File: config.mk
export PLATFORM = sky130hd
export DESIGN_NAME = mem_issue_sched
export DESIGN_NICKNAME = d
export VERILOG_FILES = /design/src/rtl/mem_issue_sched.sv
export SDC_FILE = /design/constraint.sdc
export NUM_CORES = 1
export LEC_CHECK = 0
export ABC_AREA = 1
export CAP_MARGIN = 20
export CELL_PAD_IN_SITES_DETAIL_PLACEMENT = 2
export CELL_PAD_IN_SITES_GLOBAL_PLACEMENT = 2
export CORE_ASPECT_RATIO = 1.5
export CORE_MARGIN = 4
export CORE_UTILIZATION = 36
export DETAILED_ROUTE_END_ITERATION = 12
export PLACE_DENSITY_LB_ADDON = 0.1
export SLEW_MARGIN = 20
export SYNTH_ARGS = -nofsm -noshare
export SYNTH_HDL_FRONTEND = slang
export SYNTH_SLANG_ARGS = --single-unit
File: constraint.sdc
create_clock -name clk_i -period 10.7 [get_ports clk_i]
set_input_delay 2.14 -clock clk_i [delete_from_list [all_inputs] [get_ports clk_i]]
set_output_delay 2.14 -clock clk_i [all_outputs]
set_load 0.02 [all_outputs]
File: src/rtl/mem_issue_sched.sv
// ---------------------------------------------------------------------------
// mem_issue_sched
//   In-order memory-op issue queue. Up to two ops are dispatched per cycle
//   into a circular FIFO, and up to two ops issue per cycle from its head to
//   the memory stage. A recall squashes every entry whose active-list index
//   lies in [new_front, old_front) and truncates the queue to the unsquashed
//   prefix.
//
// Ports
//   clk_i, reset_i          clock, synchronous active-high reset
//   enq_valid_i[1:0]        dispatch requests, slot 0 older than slot 1
//   enq_type_i[1:0]         0 = READ, 1 = WRITE
//   enq_rd_i/imm_i/al_idx_i payload stored with each entry
//   enq_ready_o             at least two entries free
//   mem_stall_i             memory stage accepts nothing this cycle
//   if_recall_i             squash request for [new_front_i, old_front_i)
//   iss_*_o[1:0]            issue ports, slot 0 carries the older op
//   count_o                 current occupancy (0..DEPTH)
// ---------------------------------------------------------------------------
`ifndef AL_SIZE
`define AL_SIZE 16
`endif

module mem_issue_sched #(
    parameter int  DEPTH      = 8,
    parameter bit  DUAL_STORE = 1'b1,
    parameter int  AL_SIZE    = `AL_SIZE,
    localparam int AL_W       = $clog2(AL_SIZE),
    localparam int PW         = $clog2(DEPTH),
    localparam int CW         = PW + 1
) (
    input  logic                 clk_i,
    input  logic                 reset_i,
    input  logic [1:0]           enq_valid_i,
    input  logic [1:0]           enq_type_i,
    input  logic [1:0][4:0]      enq_rd_i,
    input  logic [1:0][31:0]     enq_imm_i,
    input  logic [1:0][AL_W-1:0] enq_al_idx_i,
    output logic                 enq_ready_o,
    input  logic                 mem_stall_i,
    input  logic                 if_recall_i,
    input  logic [AL_W-1:0]      new_front_i,
    input  logic [AL_W-1:0]      old_front_i,
    output logic [1:0]           iss_valid_o,
    output logic [1:0]           iss_type_o,
    output logic [1:0][4:0]      iss_rd_o,
    output logic [1:0][31:0]     iss_imm_o,
    output logic [1:0][AL_W-1:0] iss_al_idx_o,
    output logic [CW-1:0]        count_o
);

    localparam logic [AL_W:0] AL_MOD = (AL_W + 1)'(AL_SIZE);

    typedef struct packed {
        logic            is_write;
        logic [4:0]      rd;
        logic [31:0]     imm;
        logic [AL_W-1:0] al_idx;
    } entry_t;

    entry_t        mem_q [DEPTH];
    logic [PW-1:0] head_q, head_d, tail_q, tail_d;
    logic [CW-1:0] count_q, count_d;

    entry_t        head0, head1, wr0, wr1;
    logic          store_ok, enq_ok, run;
    logic [CW-1:0] n_iss, n_enq, surv;

    // (a - b) mod AL_SIZE, valid for any AL_SIZE, not just powers of two.
    function automatic logic [AL_W:0] al_dist(input logic [AL_W-1:0] a,
                                              input logic [AL_W-1:0] b);
        if (a >= b) return {1'b0, a} - {1'b0, b};
        else        return {1'b0, a} + AL_MOD - {1'b0, b};
    endfunction

    assign enq_ready_o = (count_q <= CW'(DEPTH - 2));
    assign enq_ok      = enq_ready_o && !if_recall_i;
    assign count_o     = count_q;

    // Issue: purely combinational from the two head entries.
    always_comb begin
        // NOTE: every comb output gets a default first so no path leaves it unassigned (no latch).
        head0    = mem_q[head_q];
        head1    = mem_q[head_q + PW'(1)];
        store_ok = DUAL_STORE || !(head0.is_write && head1.is_write);

        iss_valid_o[0] = (count_q >= CW'(1)) && !mem_stall_i && !if_recall_i;
        iss_valid_o[1] = (count_q >= CW'(2)) && !mem_stall_i && !if_recall_i && store_ok;

        iss_type_o   = {head1.is_write, head0.is_write};
        iss_rd_o     = {head1.rd, head0.rd};
        iss_imm_o    = {head1.imm, head0.imm};
        iss_al_idx_o = {head1.al_idx, head0.al_idx};

        n_iss = CW'(iss_valid_o[0]) + CW'(iss_valid_o[1]);
        n_enq = enq_ok ? CW'(enq_valid_i[0]) + CW'(enq_valid_i[1]) : '0;
    end

    // Recall: count the unsquashed run starting at head. The first squashed
    // entry ends the run, so anything younger is dropped with it.
    always_comb begin
        surv = '0;
        run  = 1'b1;
        for (int k = 0; k < DEPTH; k++) begin
            if (run && (CW'(k) < count_q) &&
                !(al_dist(mem_q[head_q + PW'(k)].al_idx, new_front_i) <
                  al_dist(old_front_i, new_front_i)))
                surv = surv + CW'(1);
            else
                run = 1'b0;
        end
    end

    // Pointer / occupancy next state.
    always_comb begin
        head_d  = head_q;
        tail_d  = tail_q;
        count_d = count_q;
        if (if_recall_i) begin
            tail_d  = head_q + surv[PW-1:0];
            count_d = surv;
        end else begin
            head_d  = head_q + n_iss[PW-1:0];
            tail_d  = tail_q + n_enq[PW-1:0];
            count_d = count_q + n_enq - n_iss;
        end
    end

    // A lone slot-1 request is written at tail as if it were slot 0.
    always_comb begin
        wr0 = enq_valid_i[0] ? {enq_type_i[0], enq_rd_i[0], enq_imm_i[0], enq_al_idx_i[0]}
                             : {enq_type_i[1], enq_rd_i[1], enq_imm_i[1], enq_al_idx_i[1]};
        wr1 = {enq_type_i[1], enq_rd_i[1], enq_imm_i[1], enq_al_idx_i[1]};
    end

    always_ff @(posedge clk_i) begin
        if (reset_i) begin
            // NOTE: non-blocking assignments for all state so every register samples pre-edge values.
            head_q  <= '0;
            tail_q  <= '0;
            count_q <= '0;
            // NOTE: the entry array is reset so issue payloads are never X, even when not valid.
            for (int i = 0; i < DEPTH; i++) mem_q[i] <= '0;
        end else begin
            head_q  <= head_d;
            tail_q  <= tail_d;
            count_q <= count_d;
            if (enq_ok && |enq_valid_i) mem_q[tail_q] <= wr0;
            if (enq_ok && &enq_valid_i) mem_q[tail_q + PW'(1)] <= wr1;
        end
    end

endmodule

==> reports/results.tsv <==
metric	value	unit
PortBufs	188	
Worst setup EP type	flop	
pre-CTS WS	0.683	ns
Compound-Gate Fraction of Synth Area	28.0	%
Worst EP required	11.14	ns
fraction of layout cells with a size suffix above 1	5.11	%
Die W	217	um
Post-Syn Area	23500	sq um
setup TNS	0	ns
Post-Layout Inst Area	27400	sq um
Die Ht	321	um
DP HPWL	70000	um
part of the cycle the worst path needs	92.1	%
drt initial violations	1797	
clock skew	0.0215	ns
grt ovf	0	
syn nets	3143	
Vias	24400	
total CTS buffers	38	
simple-gate area share of the yosys netlist	12.1	%
crit-path most repeated cell	inv_1	
pin count of the biggest net entering global routing	234	
Worst IR Drop VDD	108	uV
Placer Congestion	0.827	
Gates resized, CTS repair	0	
post-synthesis mux area share	0.298	%
CTS tree	done	
Seq cells post-synth	349	
post-route setup slack	0.848	ns
initial antenna violation count	1	
Pins Over Slew Limit	0	
synth top area cells	edfxtp_1, o21ai_0, nand2_1, o22ai_1, a21oi_1	
core area	64600	sq um
worst-path fanout max	55	
number of fill cells	7302	
die area	69600	sq um
Synth Area per Inst	8.00	sq um
Synth Area in Adders	5.98	%
clk_lat worst skew	0.55	ns
CP Data Arrival Time	10.29	ns
CTS sink count	349	
DR WL/cell	29.7	um
first-pass GRT wire length	170000	um
largest family of logic cells by synthesized area	compound AO/OA/AOI/OAI gates	
leakage	0.0103	uW
H-tree Lvls	2	
count leader, synth	o21ai_0	
Worst-Margin Slew	1.32	ns
Seq. cell area	10400	sq um
Final setup viols	0	
Yosys warning count	0	
fin crit period	9.85	ns
vias per cell	6.24	
Pwr Total	4620	uW
Post-CTS Setup Inserts	0	
post-synthesis sequential area ratio	44.0	%
First-pass DRT Iterations	5	
Worst setup SP type	flop	
total power density per cell area	168	nW/um^2
Initial Util	36.4	%
CTS max path bufs	3	
unique cell type count in the Yosys netlist	38	
area leader, netlist	edfxtp_1	
ys async rst share	0	%
min-delay worst type	reg2reg	
max_cap viols	0	
Post-Synthesis Cells	2941	
most frequent cells after synthesis	o21ai_0, nand2_1, edfxtp_1	
status	finished, final reports clean	
site row count	114	
Post-Route WL	116000	um
CTS clk-pin slew, worst paths	0.07	ns
ys flop type	edfxtp_1	
unrepaired setup endpoints after global routing	false	
Tot GR Track Use	32.4	%
Setup CP Type	reg2reg	
proportion of netlist area held by the largest area contributor	42.9	%
multi-input combinational cell area	11300	sq um
P&R area growth vs syn	16.6	%
max incr delay on CP	0.88	ns
# DRC	0	
Top Ports	189	
hold buffer count at CTS	0	
Max Fclk	0.102	GHz
XOR/XNOR Fraction of Synth Area	0.782	%
Crit-path slowest cell	ha_4	
EDFF count, synth	336	
root buffer cell	clkbuf_16	
Final nets	3205	
placed cell area	26200	sq um
vias in the first global route	27000	
post-route ant nets	0	
WHS	0.697	ns
relative slew slack	12.0	%
Hold Fails Final Rpt	0	
## registers in the layout (all words and copies together), names as in the netlist, named ones only
register  flops
mem_q       336
count_o       4
head_q        3
tail_q        3
## metrics by stage
step | instances | utilization, %
after CTS | 3902 | 42.4
after global routing | 3902 | 42.4
after detailed placement | 3833 | 40.6
final | 3903 | 42.4
after floorplan | 2941 | -
after global placement | 3831 | 40.5
## final timing paths
path	start	end	slack (ns)	cells after the start
worst min-delay path	head_q[1]	flop	0.70	2
worst min register to register	head_q[1]	flop	0.70	2
worst max-delay path	head_q[1]	tail_q[2]	0.85	47
worst max register to register	head_q[1]	tail_q[2]	0.85	47
## cell type report
class,count,area share [%]
antenna,1,0.00913
clock buffer,50,3.71
clock inverter,19,0.552
inverter,335,4.62
multi-input combinational,2044,41.1
sequential,349,37.8
tap,870,3.97
timing repair buffer,235,8.30
## metal layers
metal | up-vias | track usage (%) | wire [um]
met5 | - | 0 | 0
met1 | 12400 | 35.7 | 42800
met3 | 363 | 3.80 | 5970
li1 | 10600 | - | -
met2 | 950 | 59.6 | 59500
met4 | 0 | 18.7 | 7740
## cell usage in the layout, fill, tap and decap left out, drive strengths merged, types with 17 or more instances in the layout
master / synthesis / layout
o21ai: 600 / 600
nand2: 421 / 421
edfxtp: 336 / 336
inv: 330 / 332
a21oi: 247 / 247
o22ai: 225 / 225
clkdlybuf4s50: 0 / 187
nor2: 180 / 180
ha: 90 / 90
a31oi: 84 / 84
nand3: 77 / 77
clkbuf: 189 / 50
buf: 24 / 48
o211ai: 43 / 43
clkinv: 5 / 19
xor2: 17 / 17
## worst max-delay path, delay by kind of cell, from the launching register on
kind	cells	cell delay, ns
and+or+nand+nor	17	2.14
AOI/OAI and AO/OA	6	1.62
xor gates and xnor gates	1	0.15
adders and majority gates	11	3.88
buffers and inverters	12	1.44
DFF	1	0.47
## where the power goes
part / switching, uW / internal [uW]
combinational: 1130 / 546
clock: 581 / 721
sequential: 52.4 / 1590
total: 1760 / 2860
## logic make-up after synthesis
group	count (synthesis)
mux	7
xor+xnor	21
compound gates	1210
buf+inv	548
flops	349
fa+ha+maj	104
simple gates	702
No activity file was read; power rests on OpenSTA's default activity.
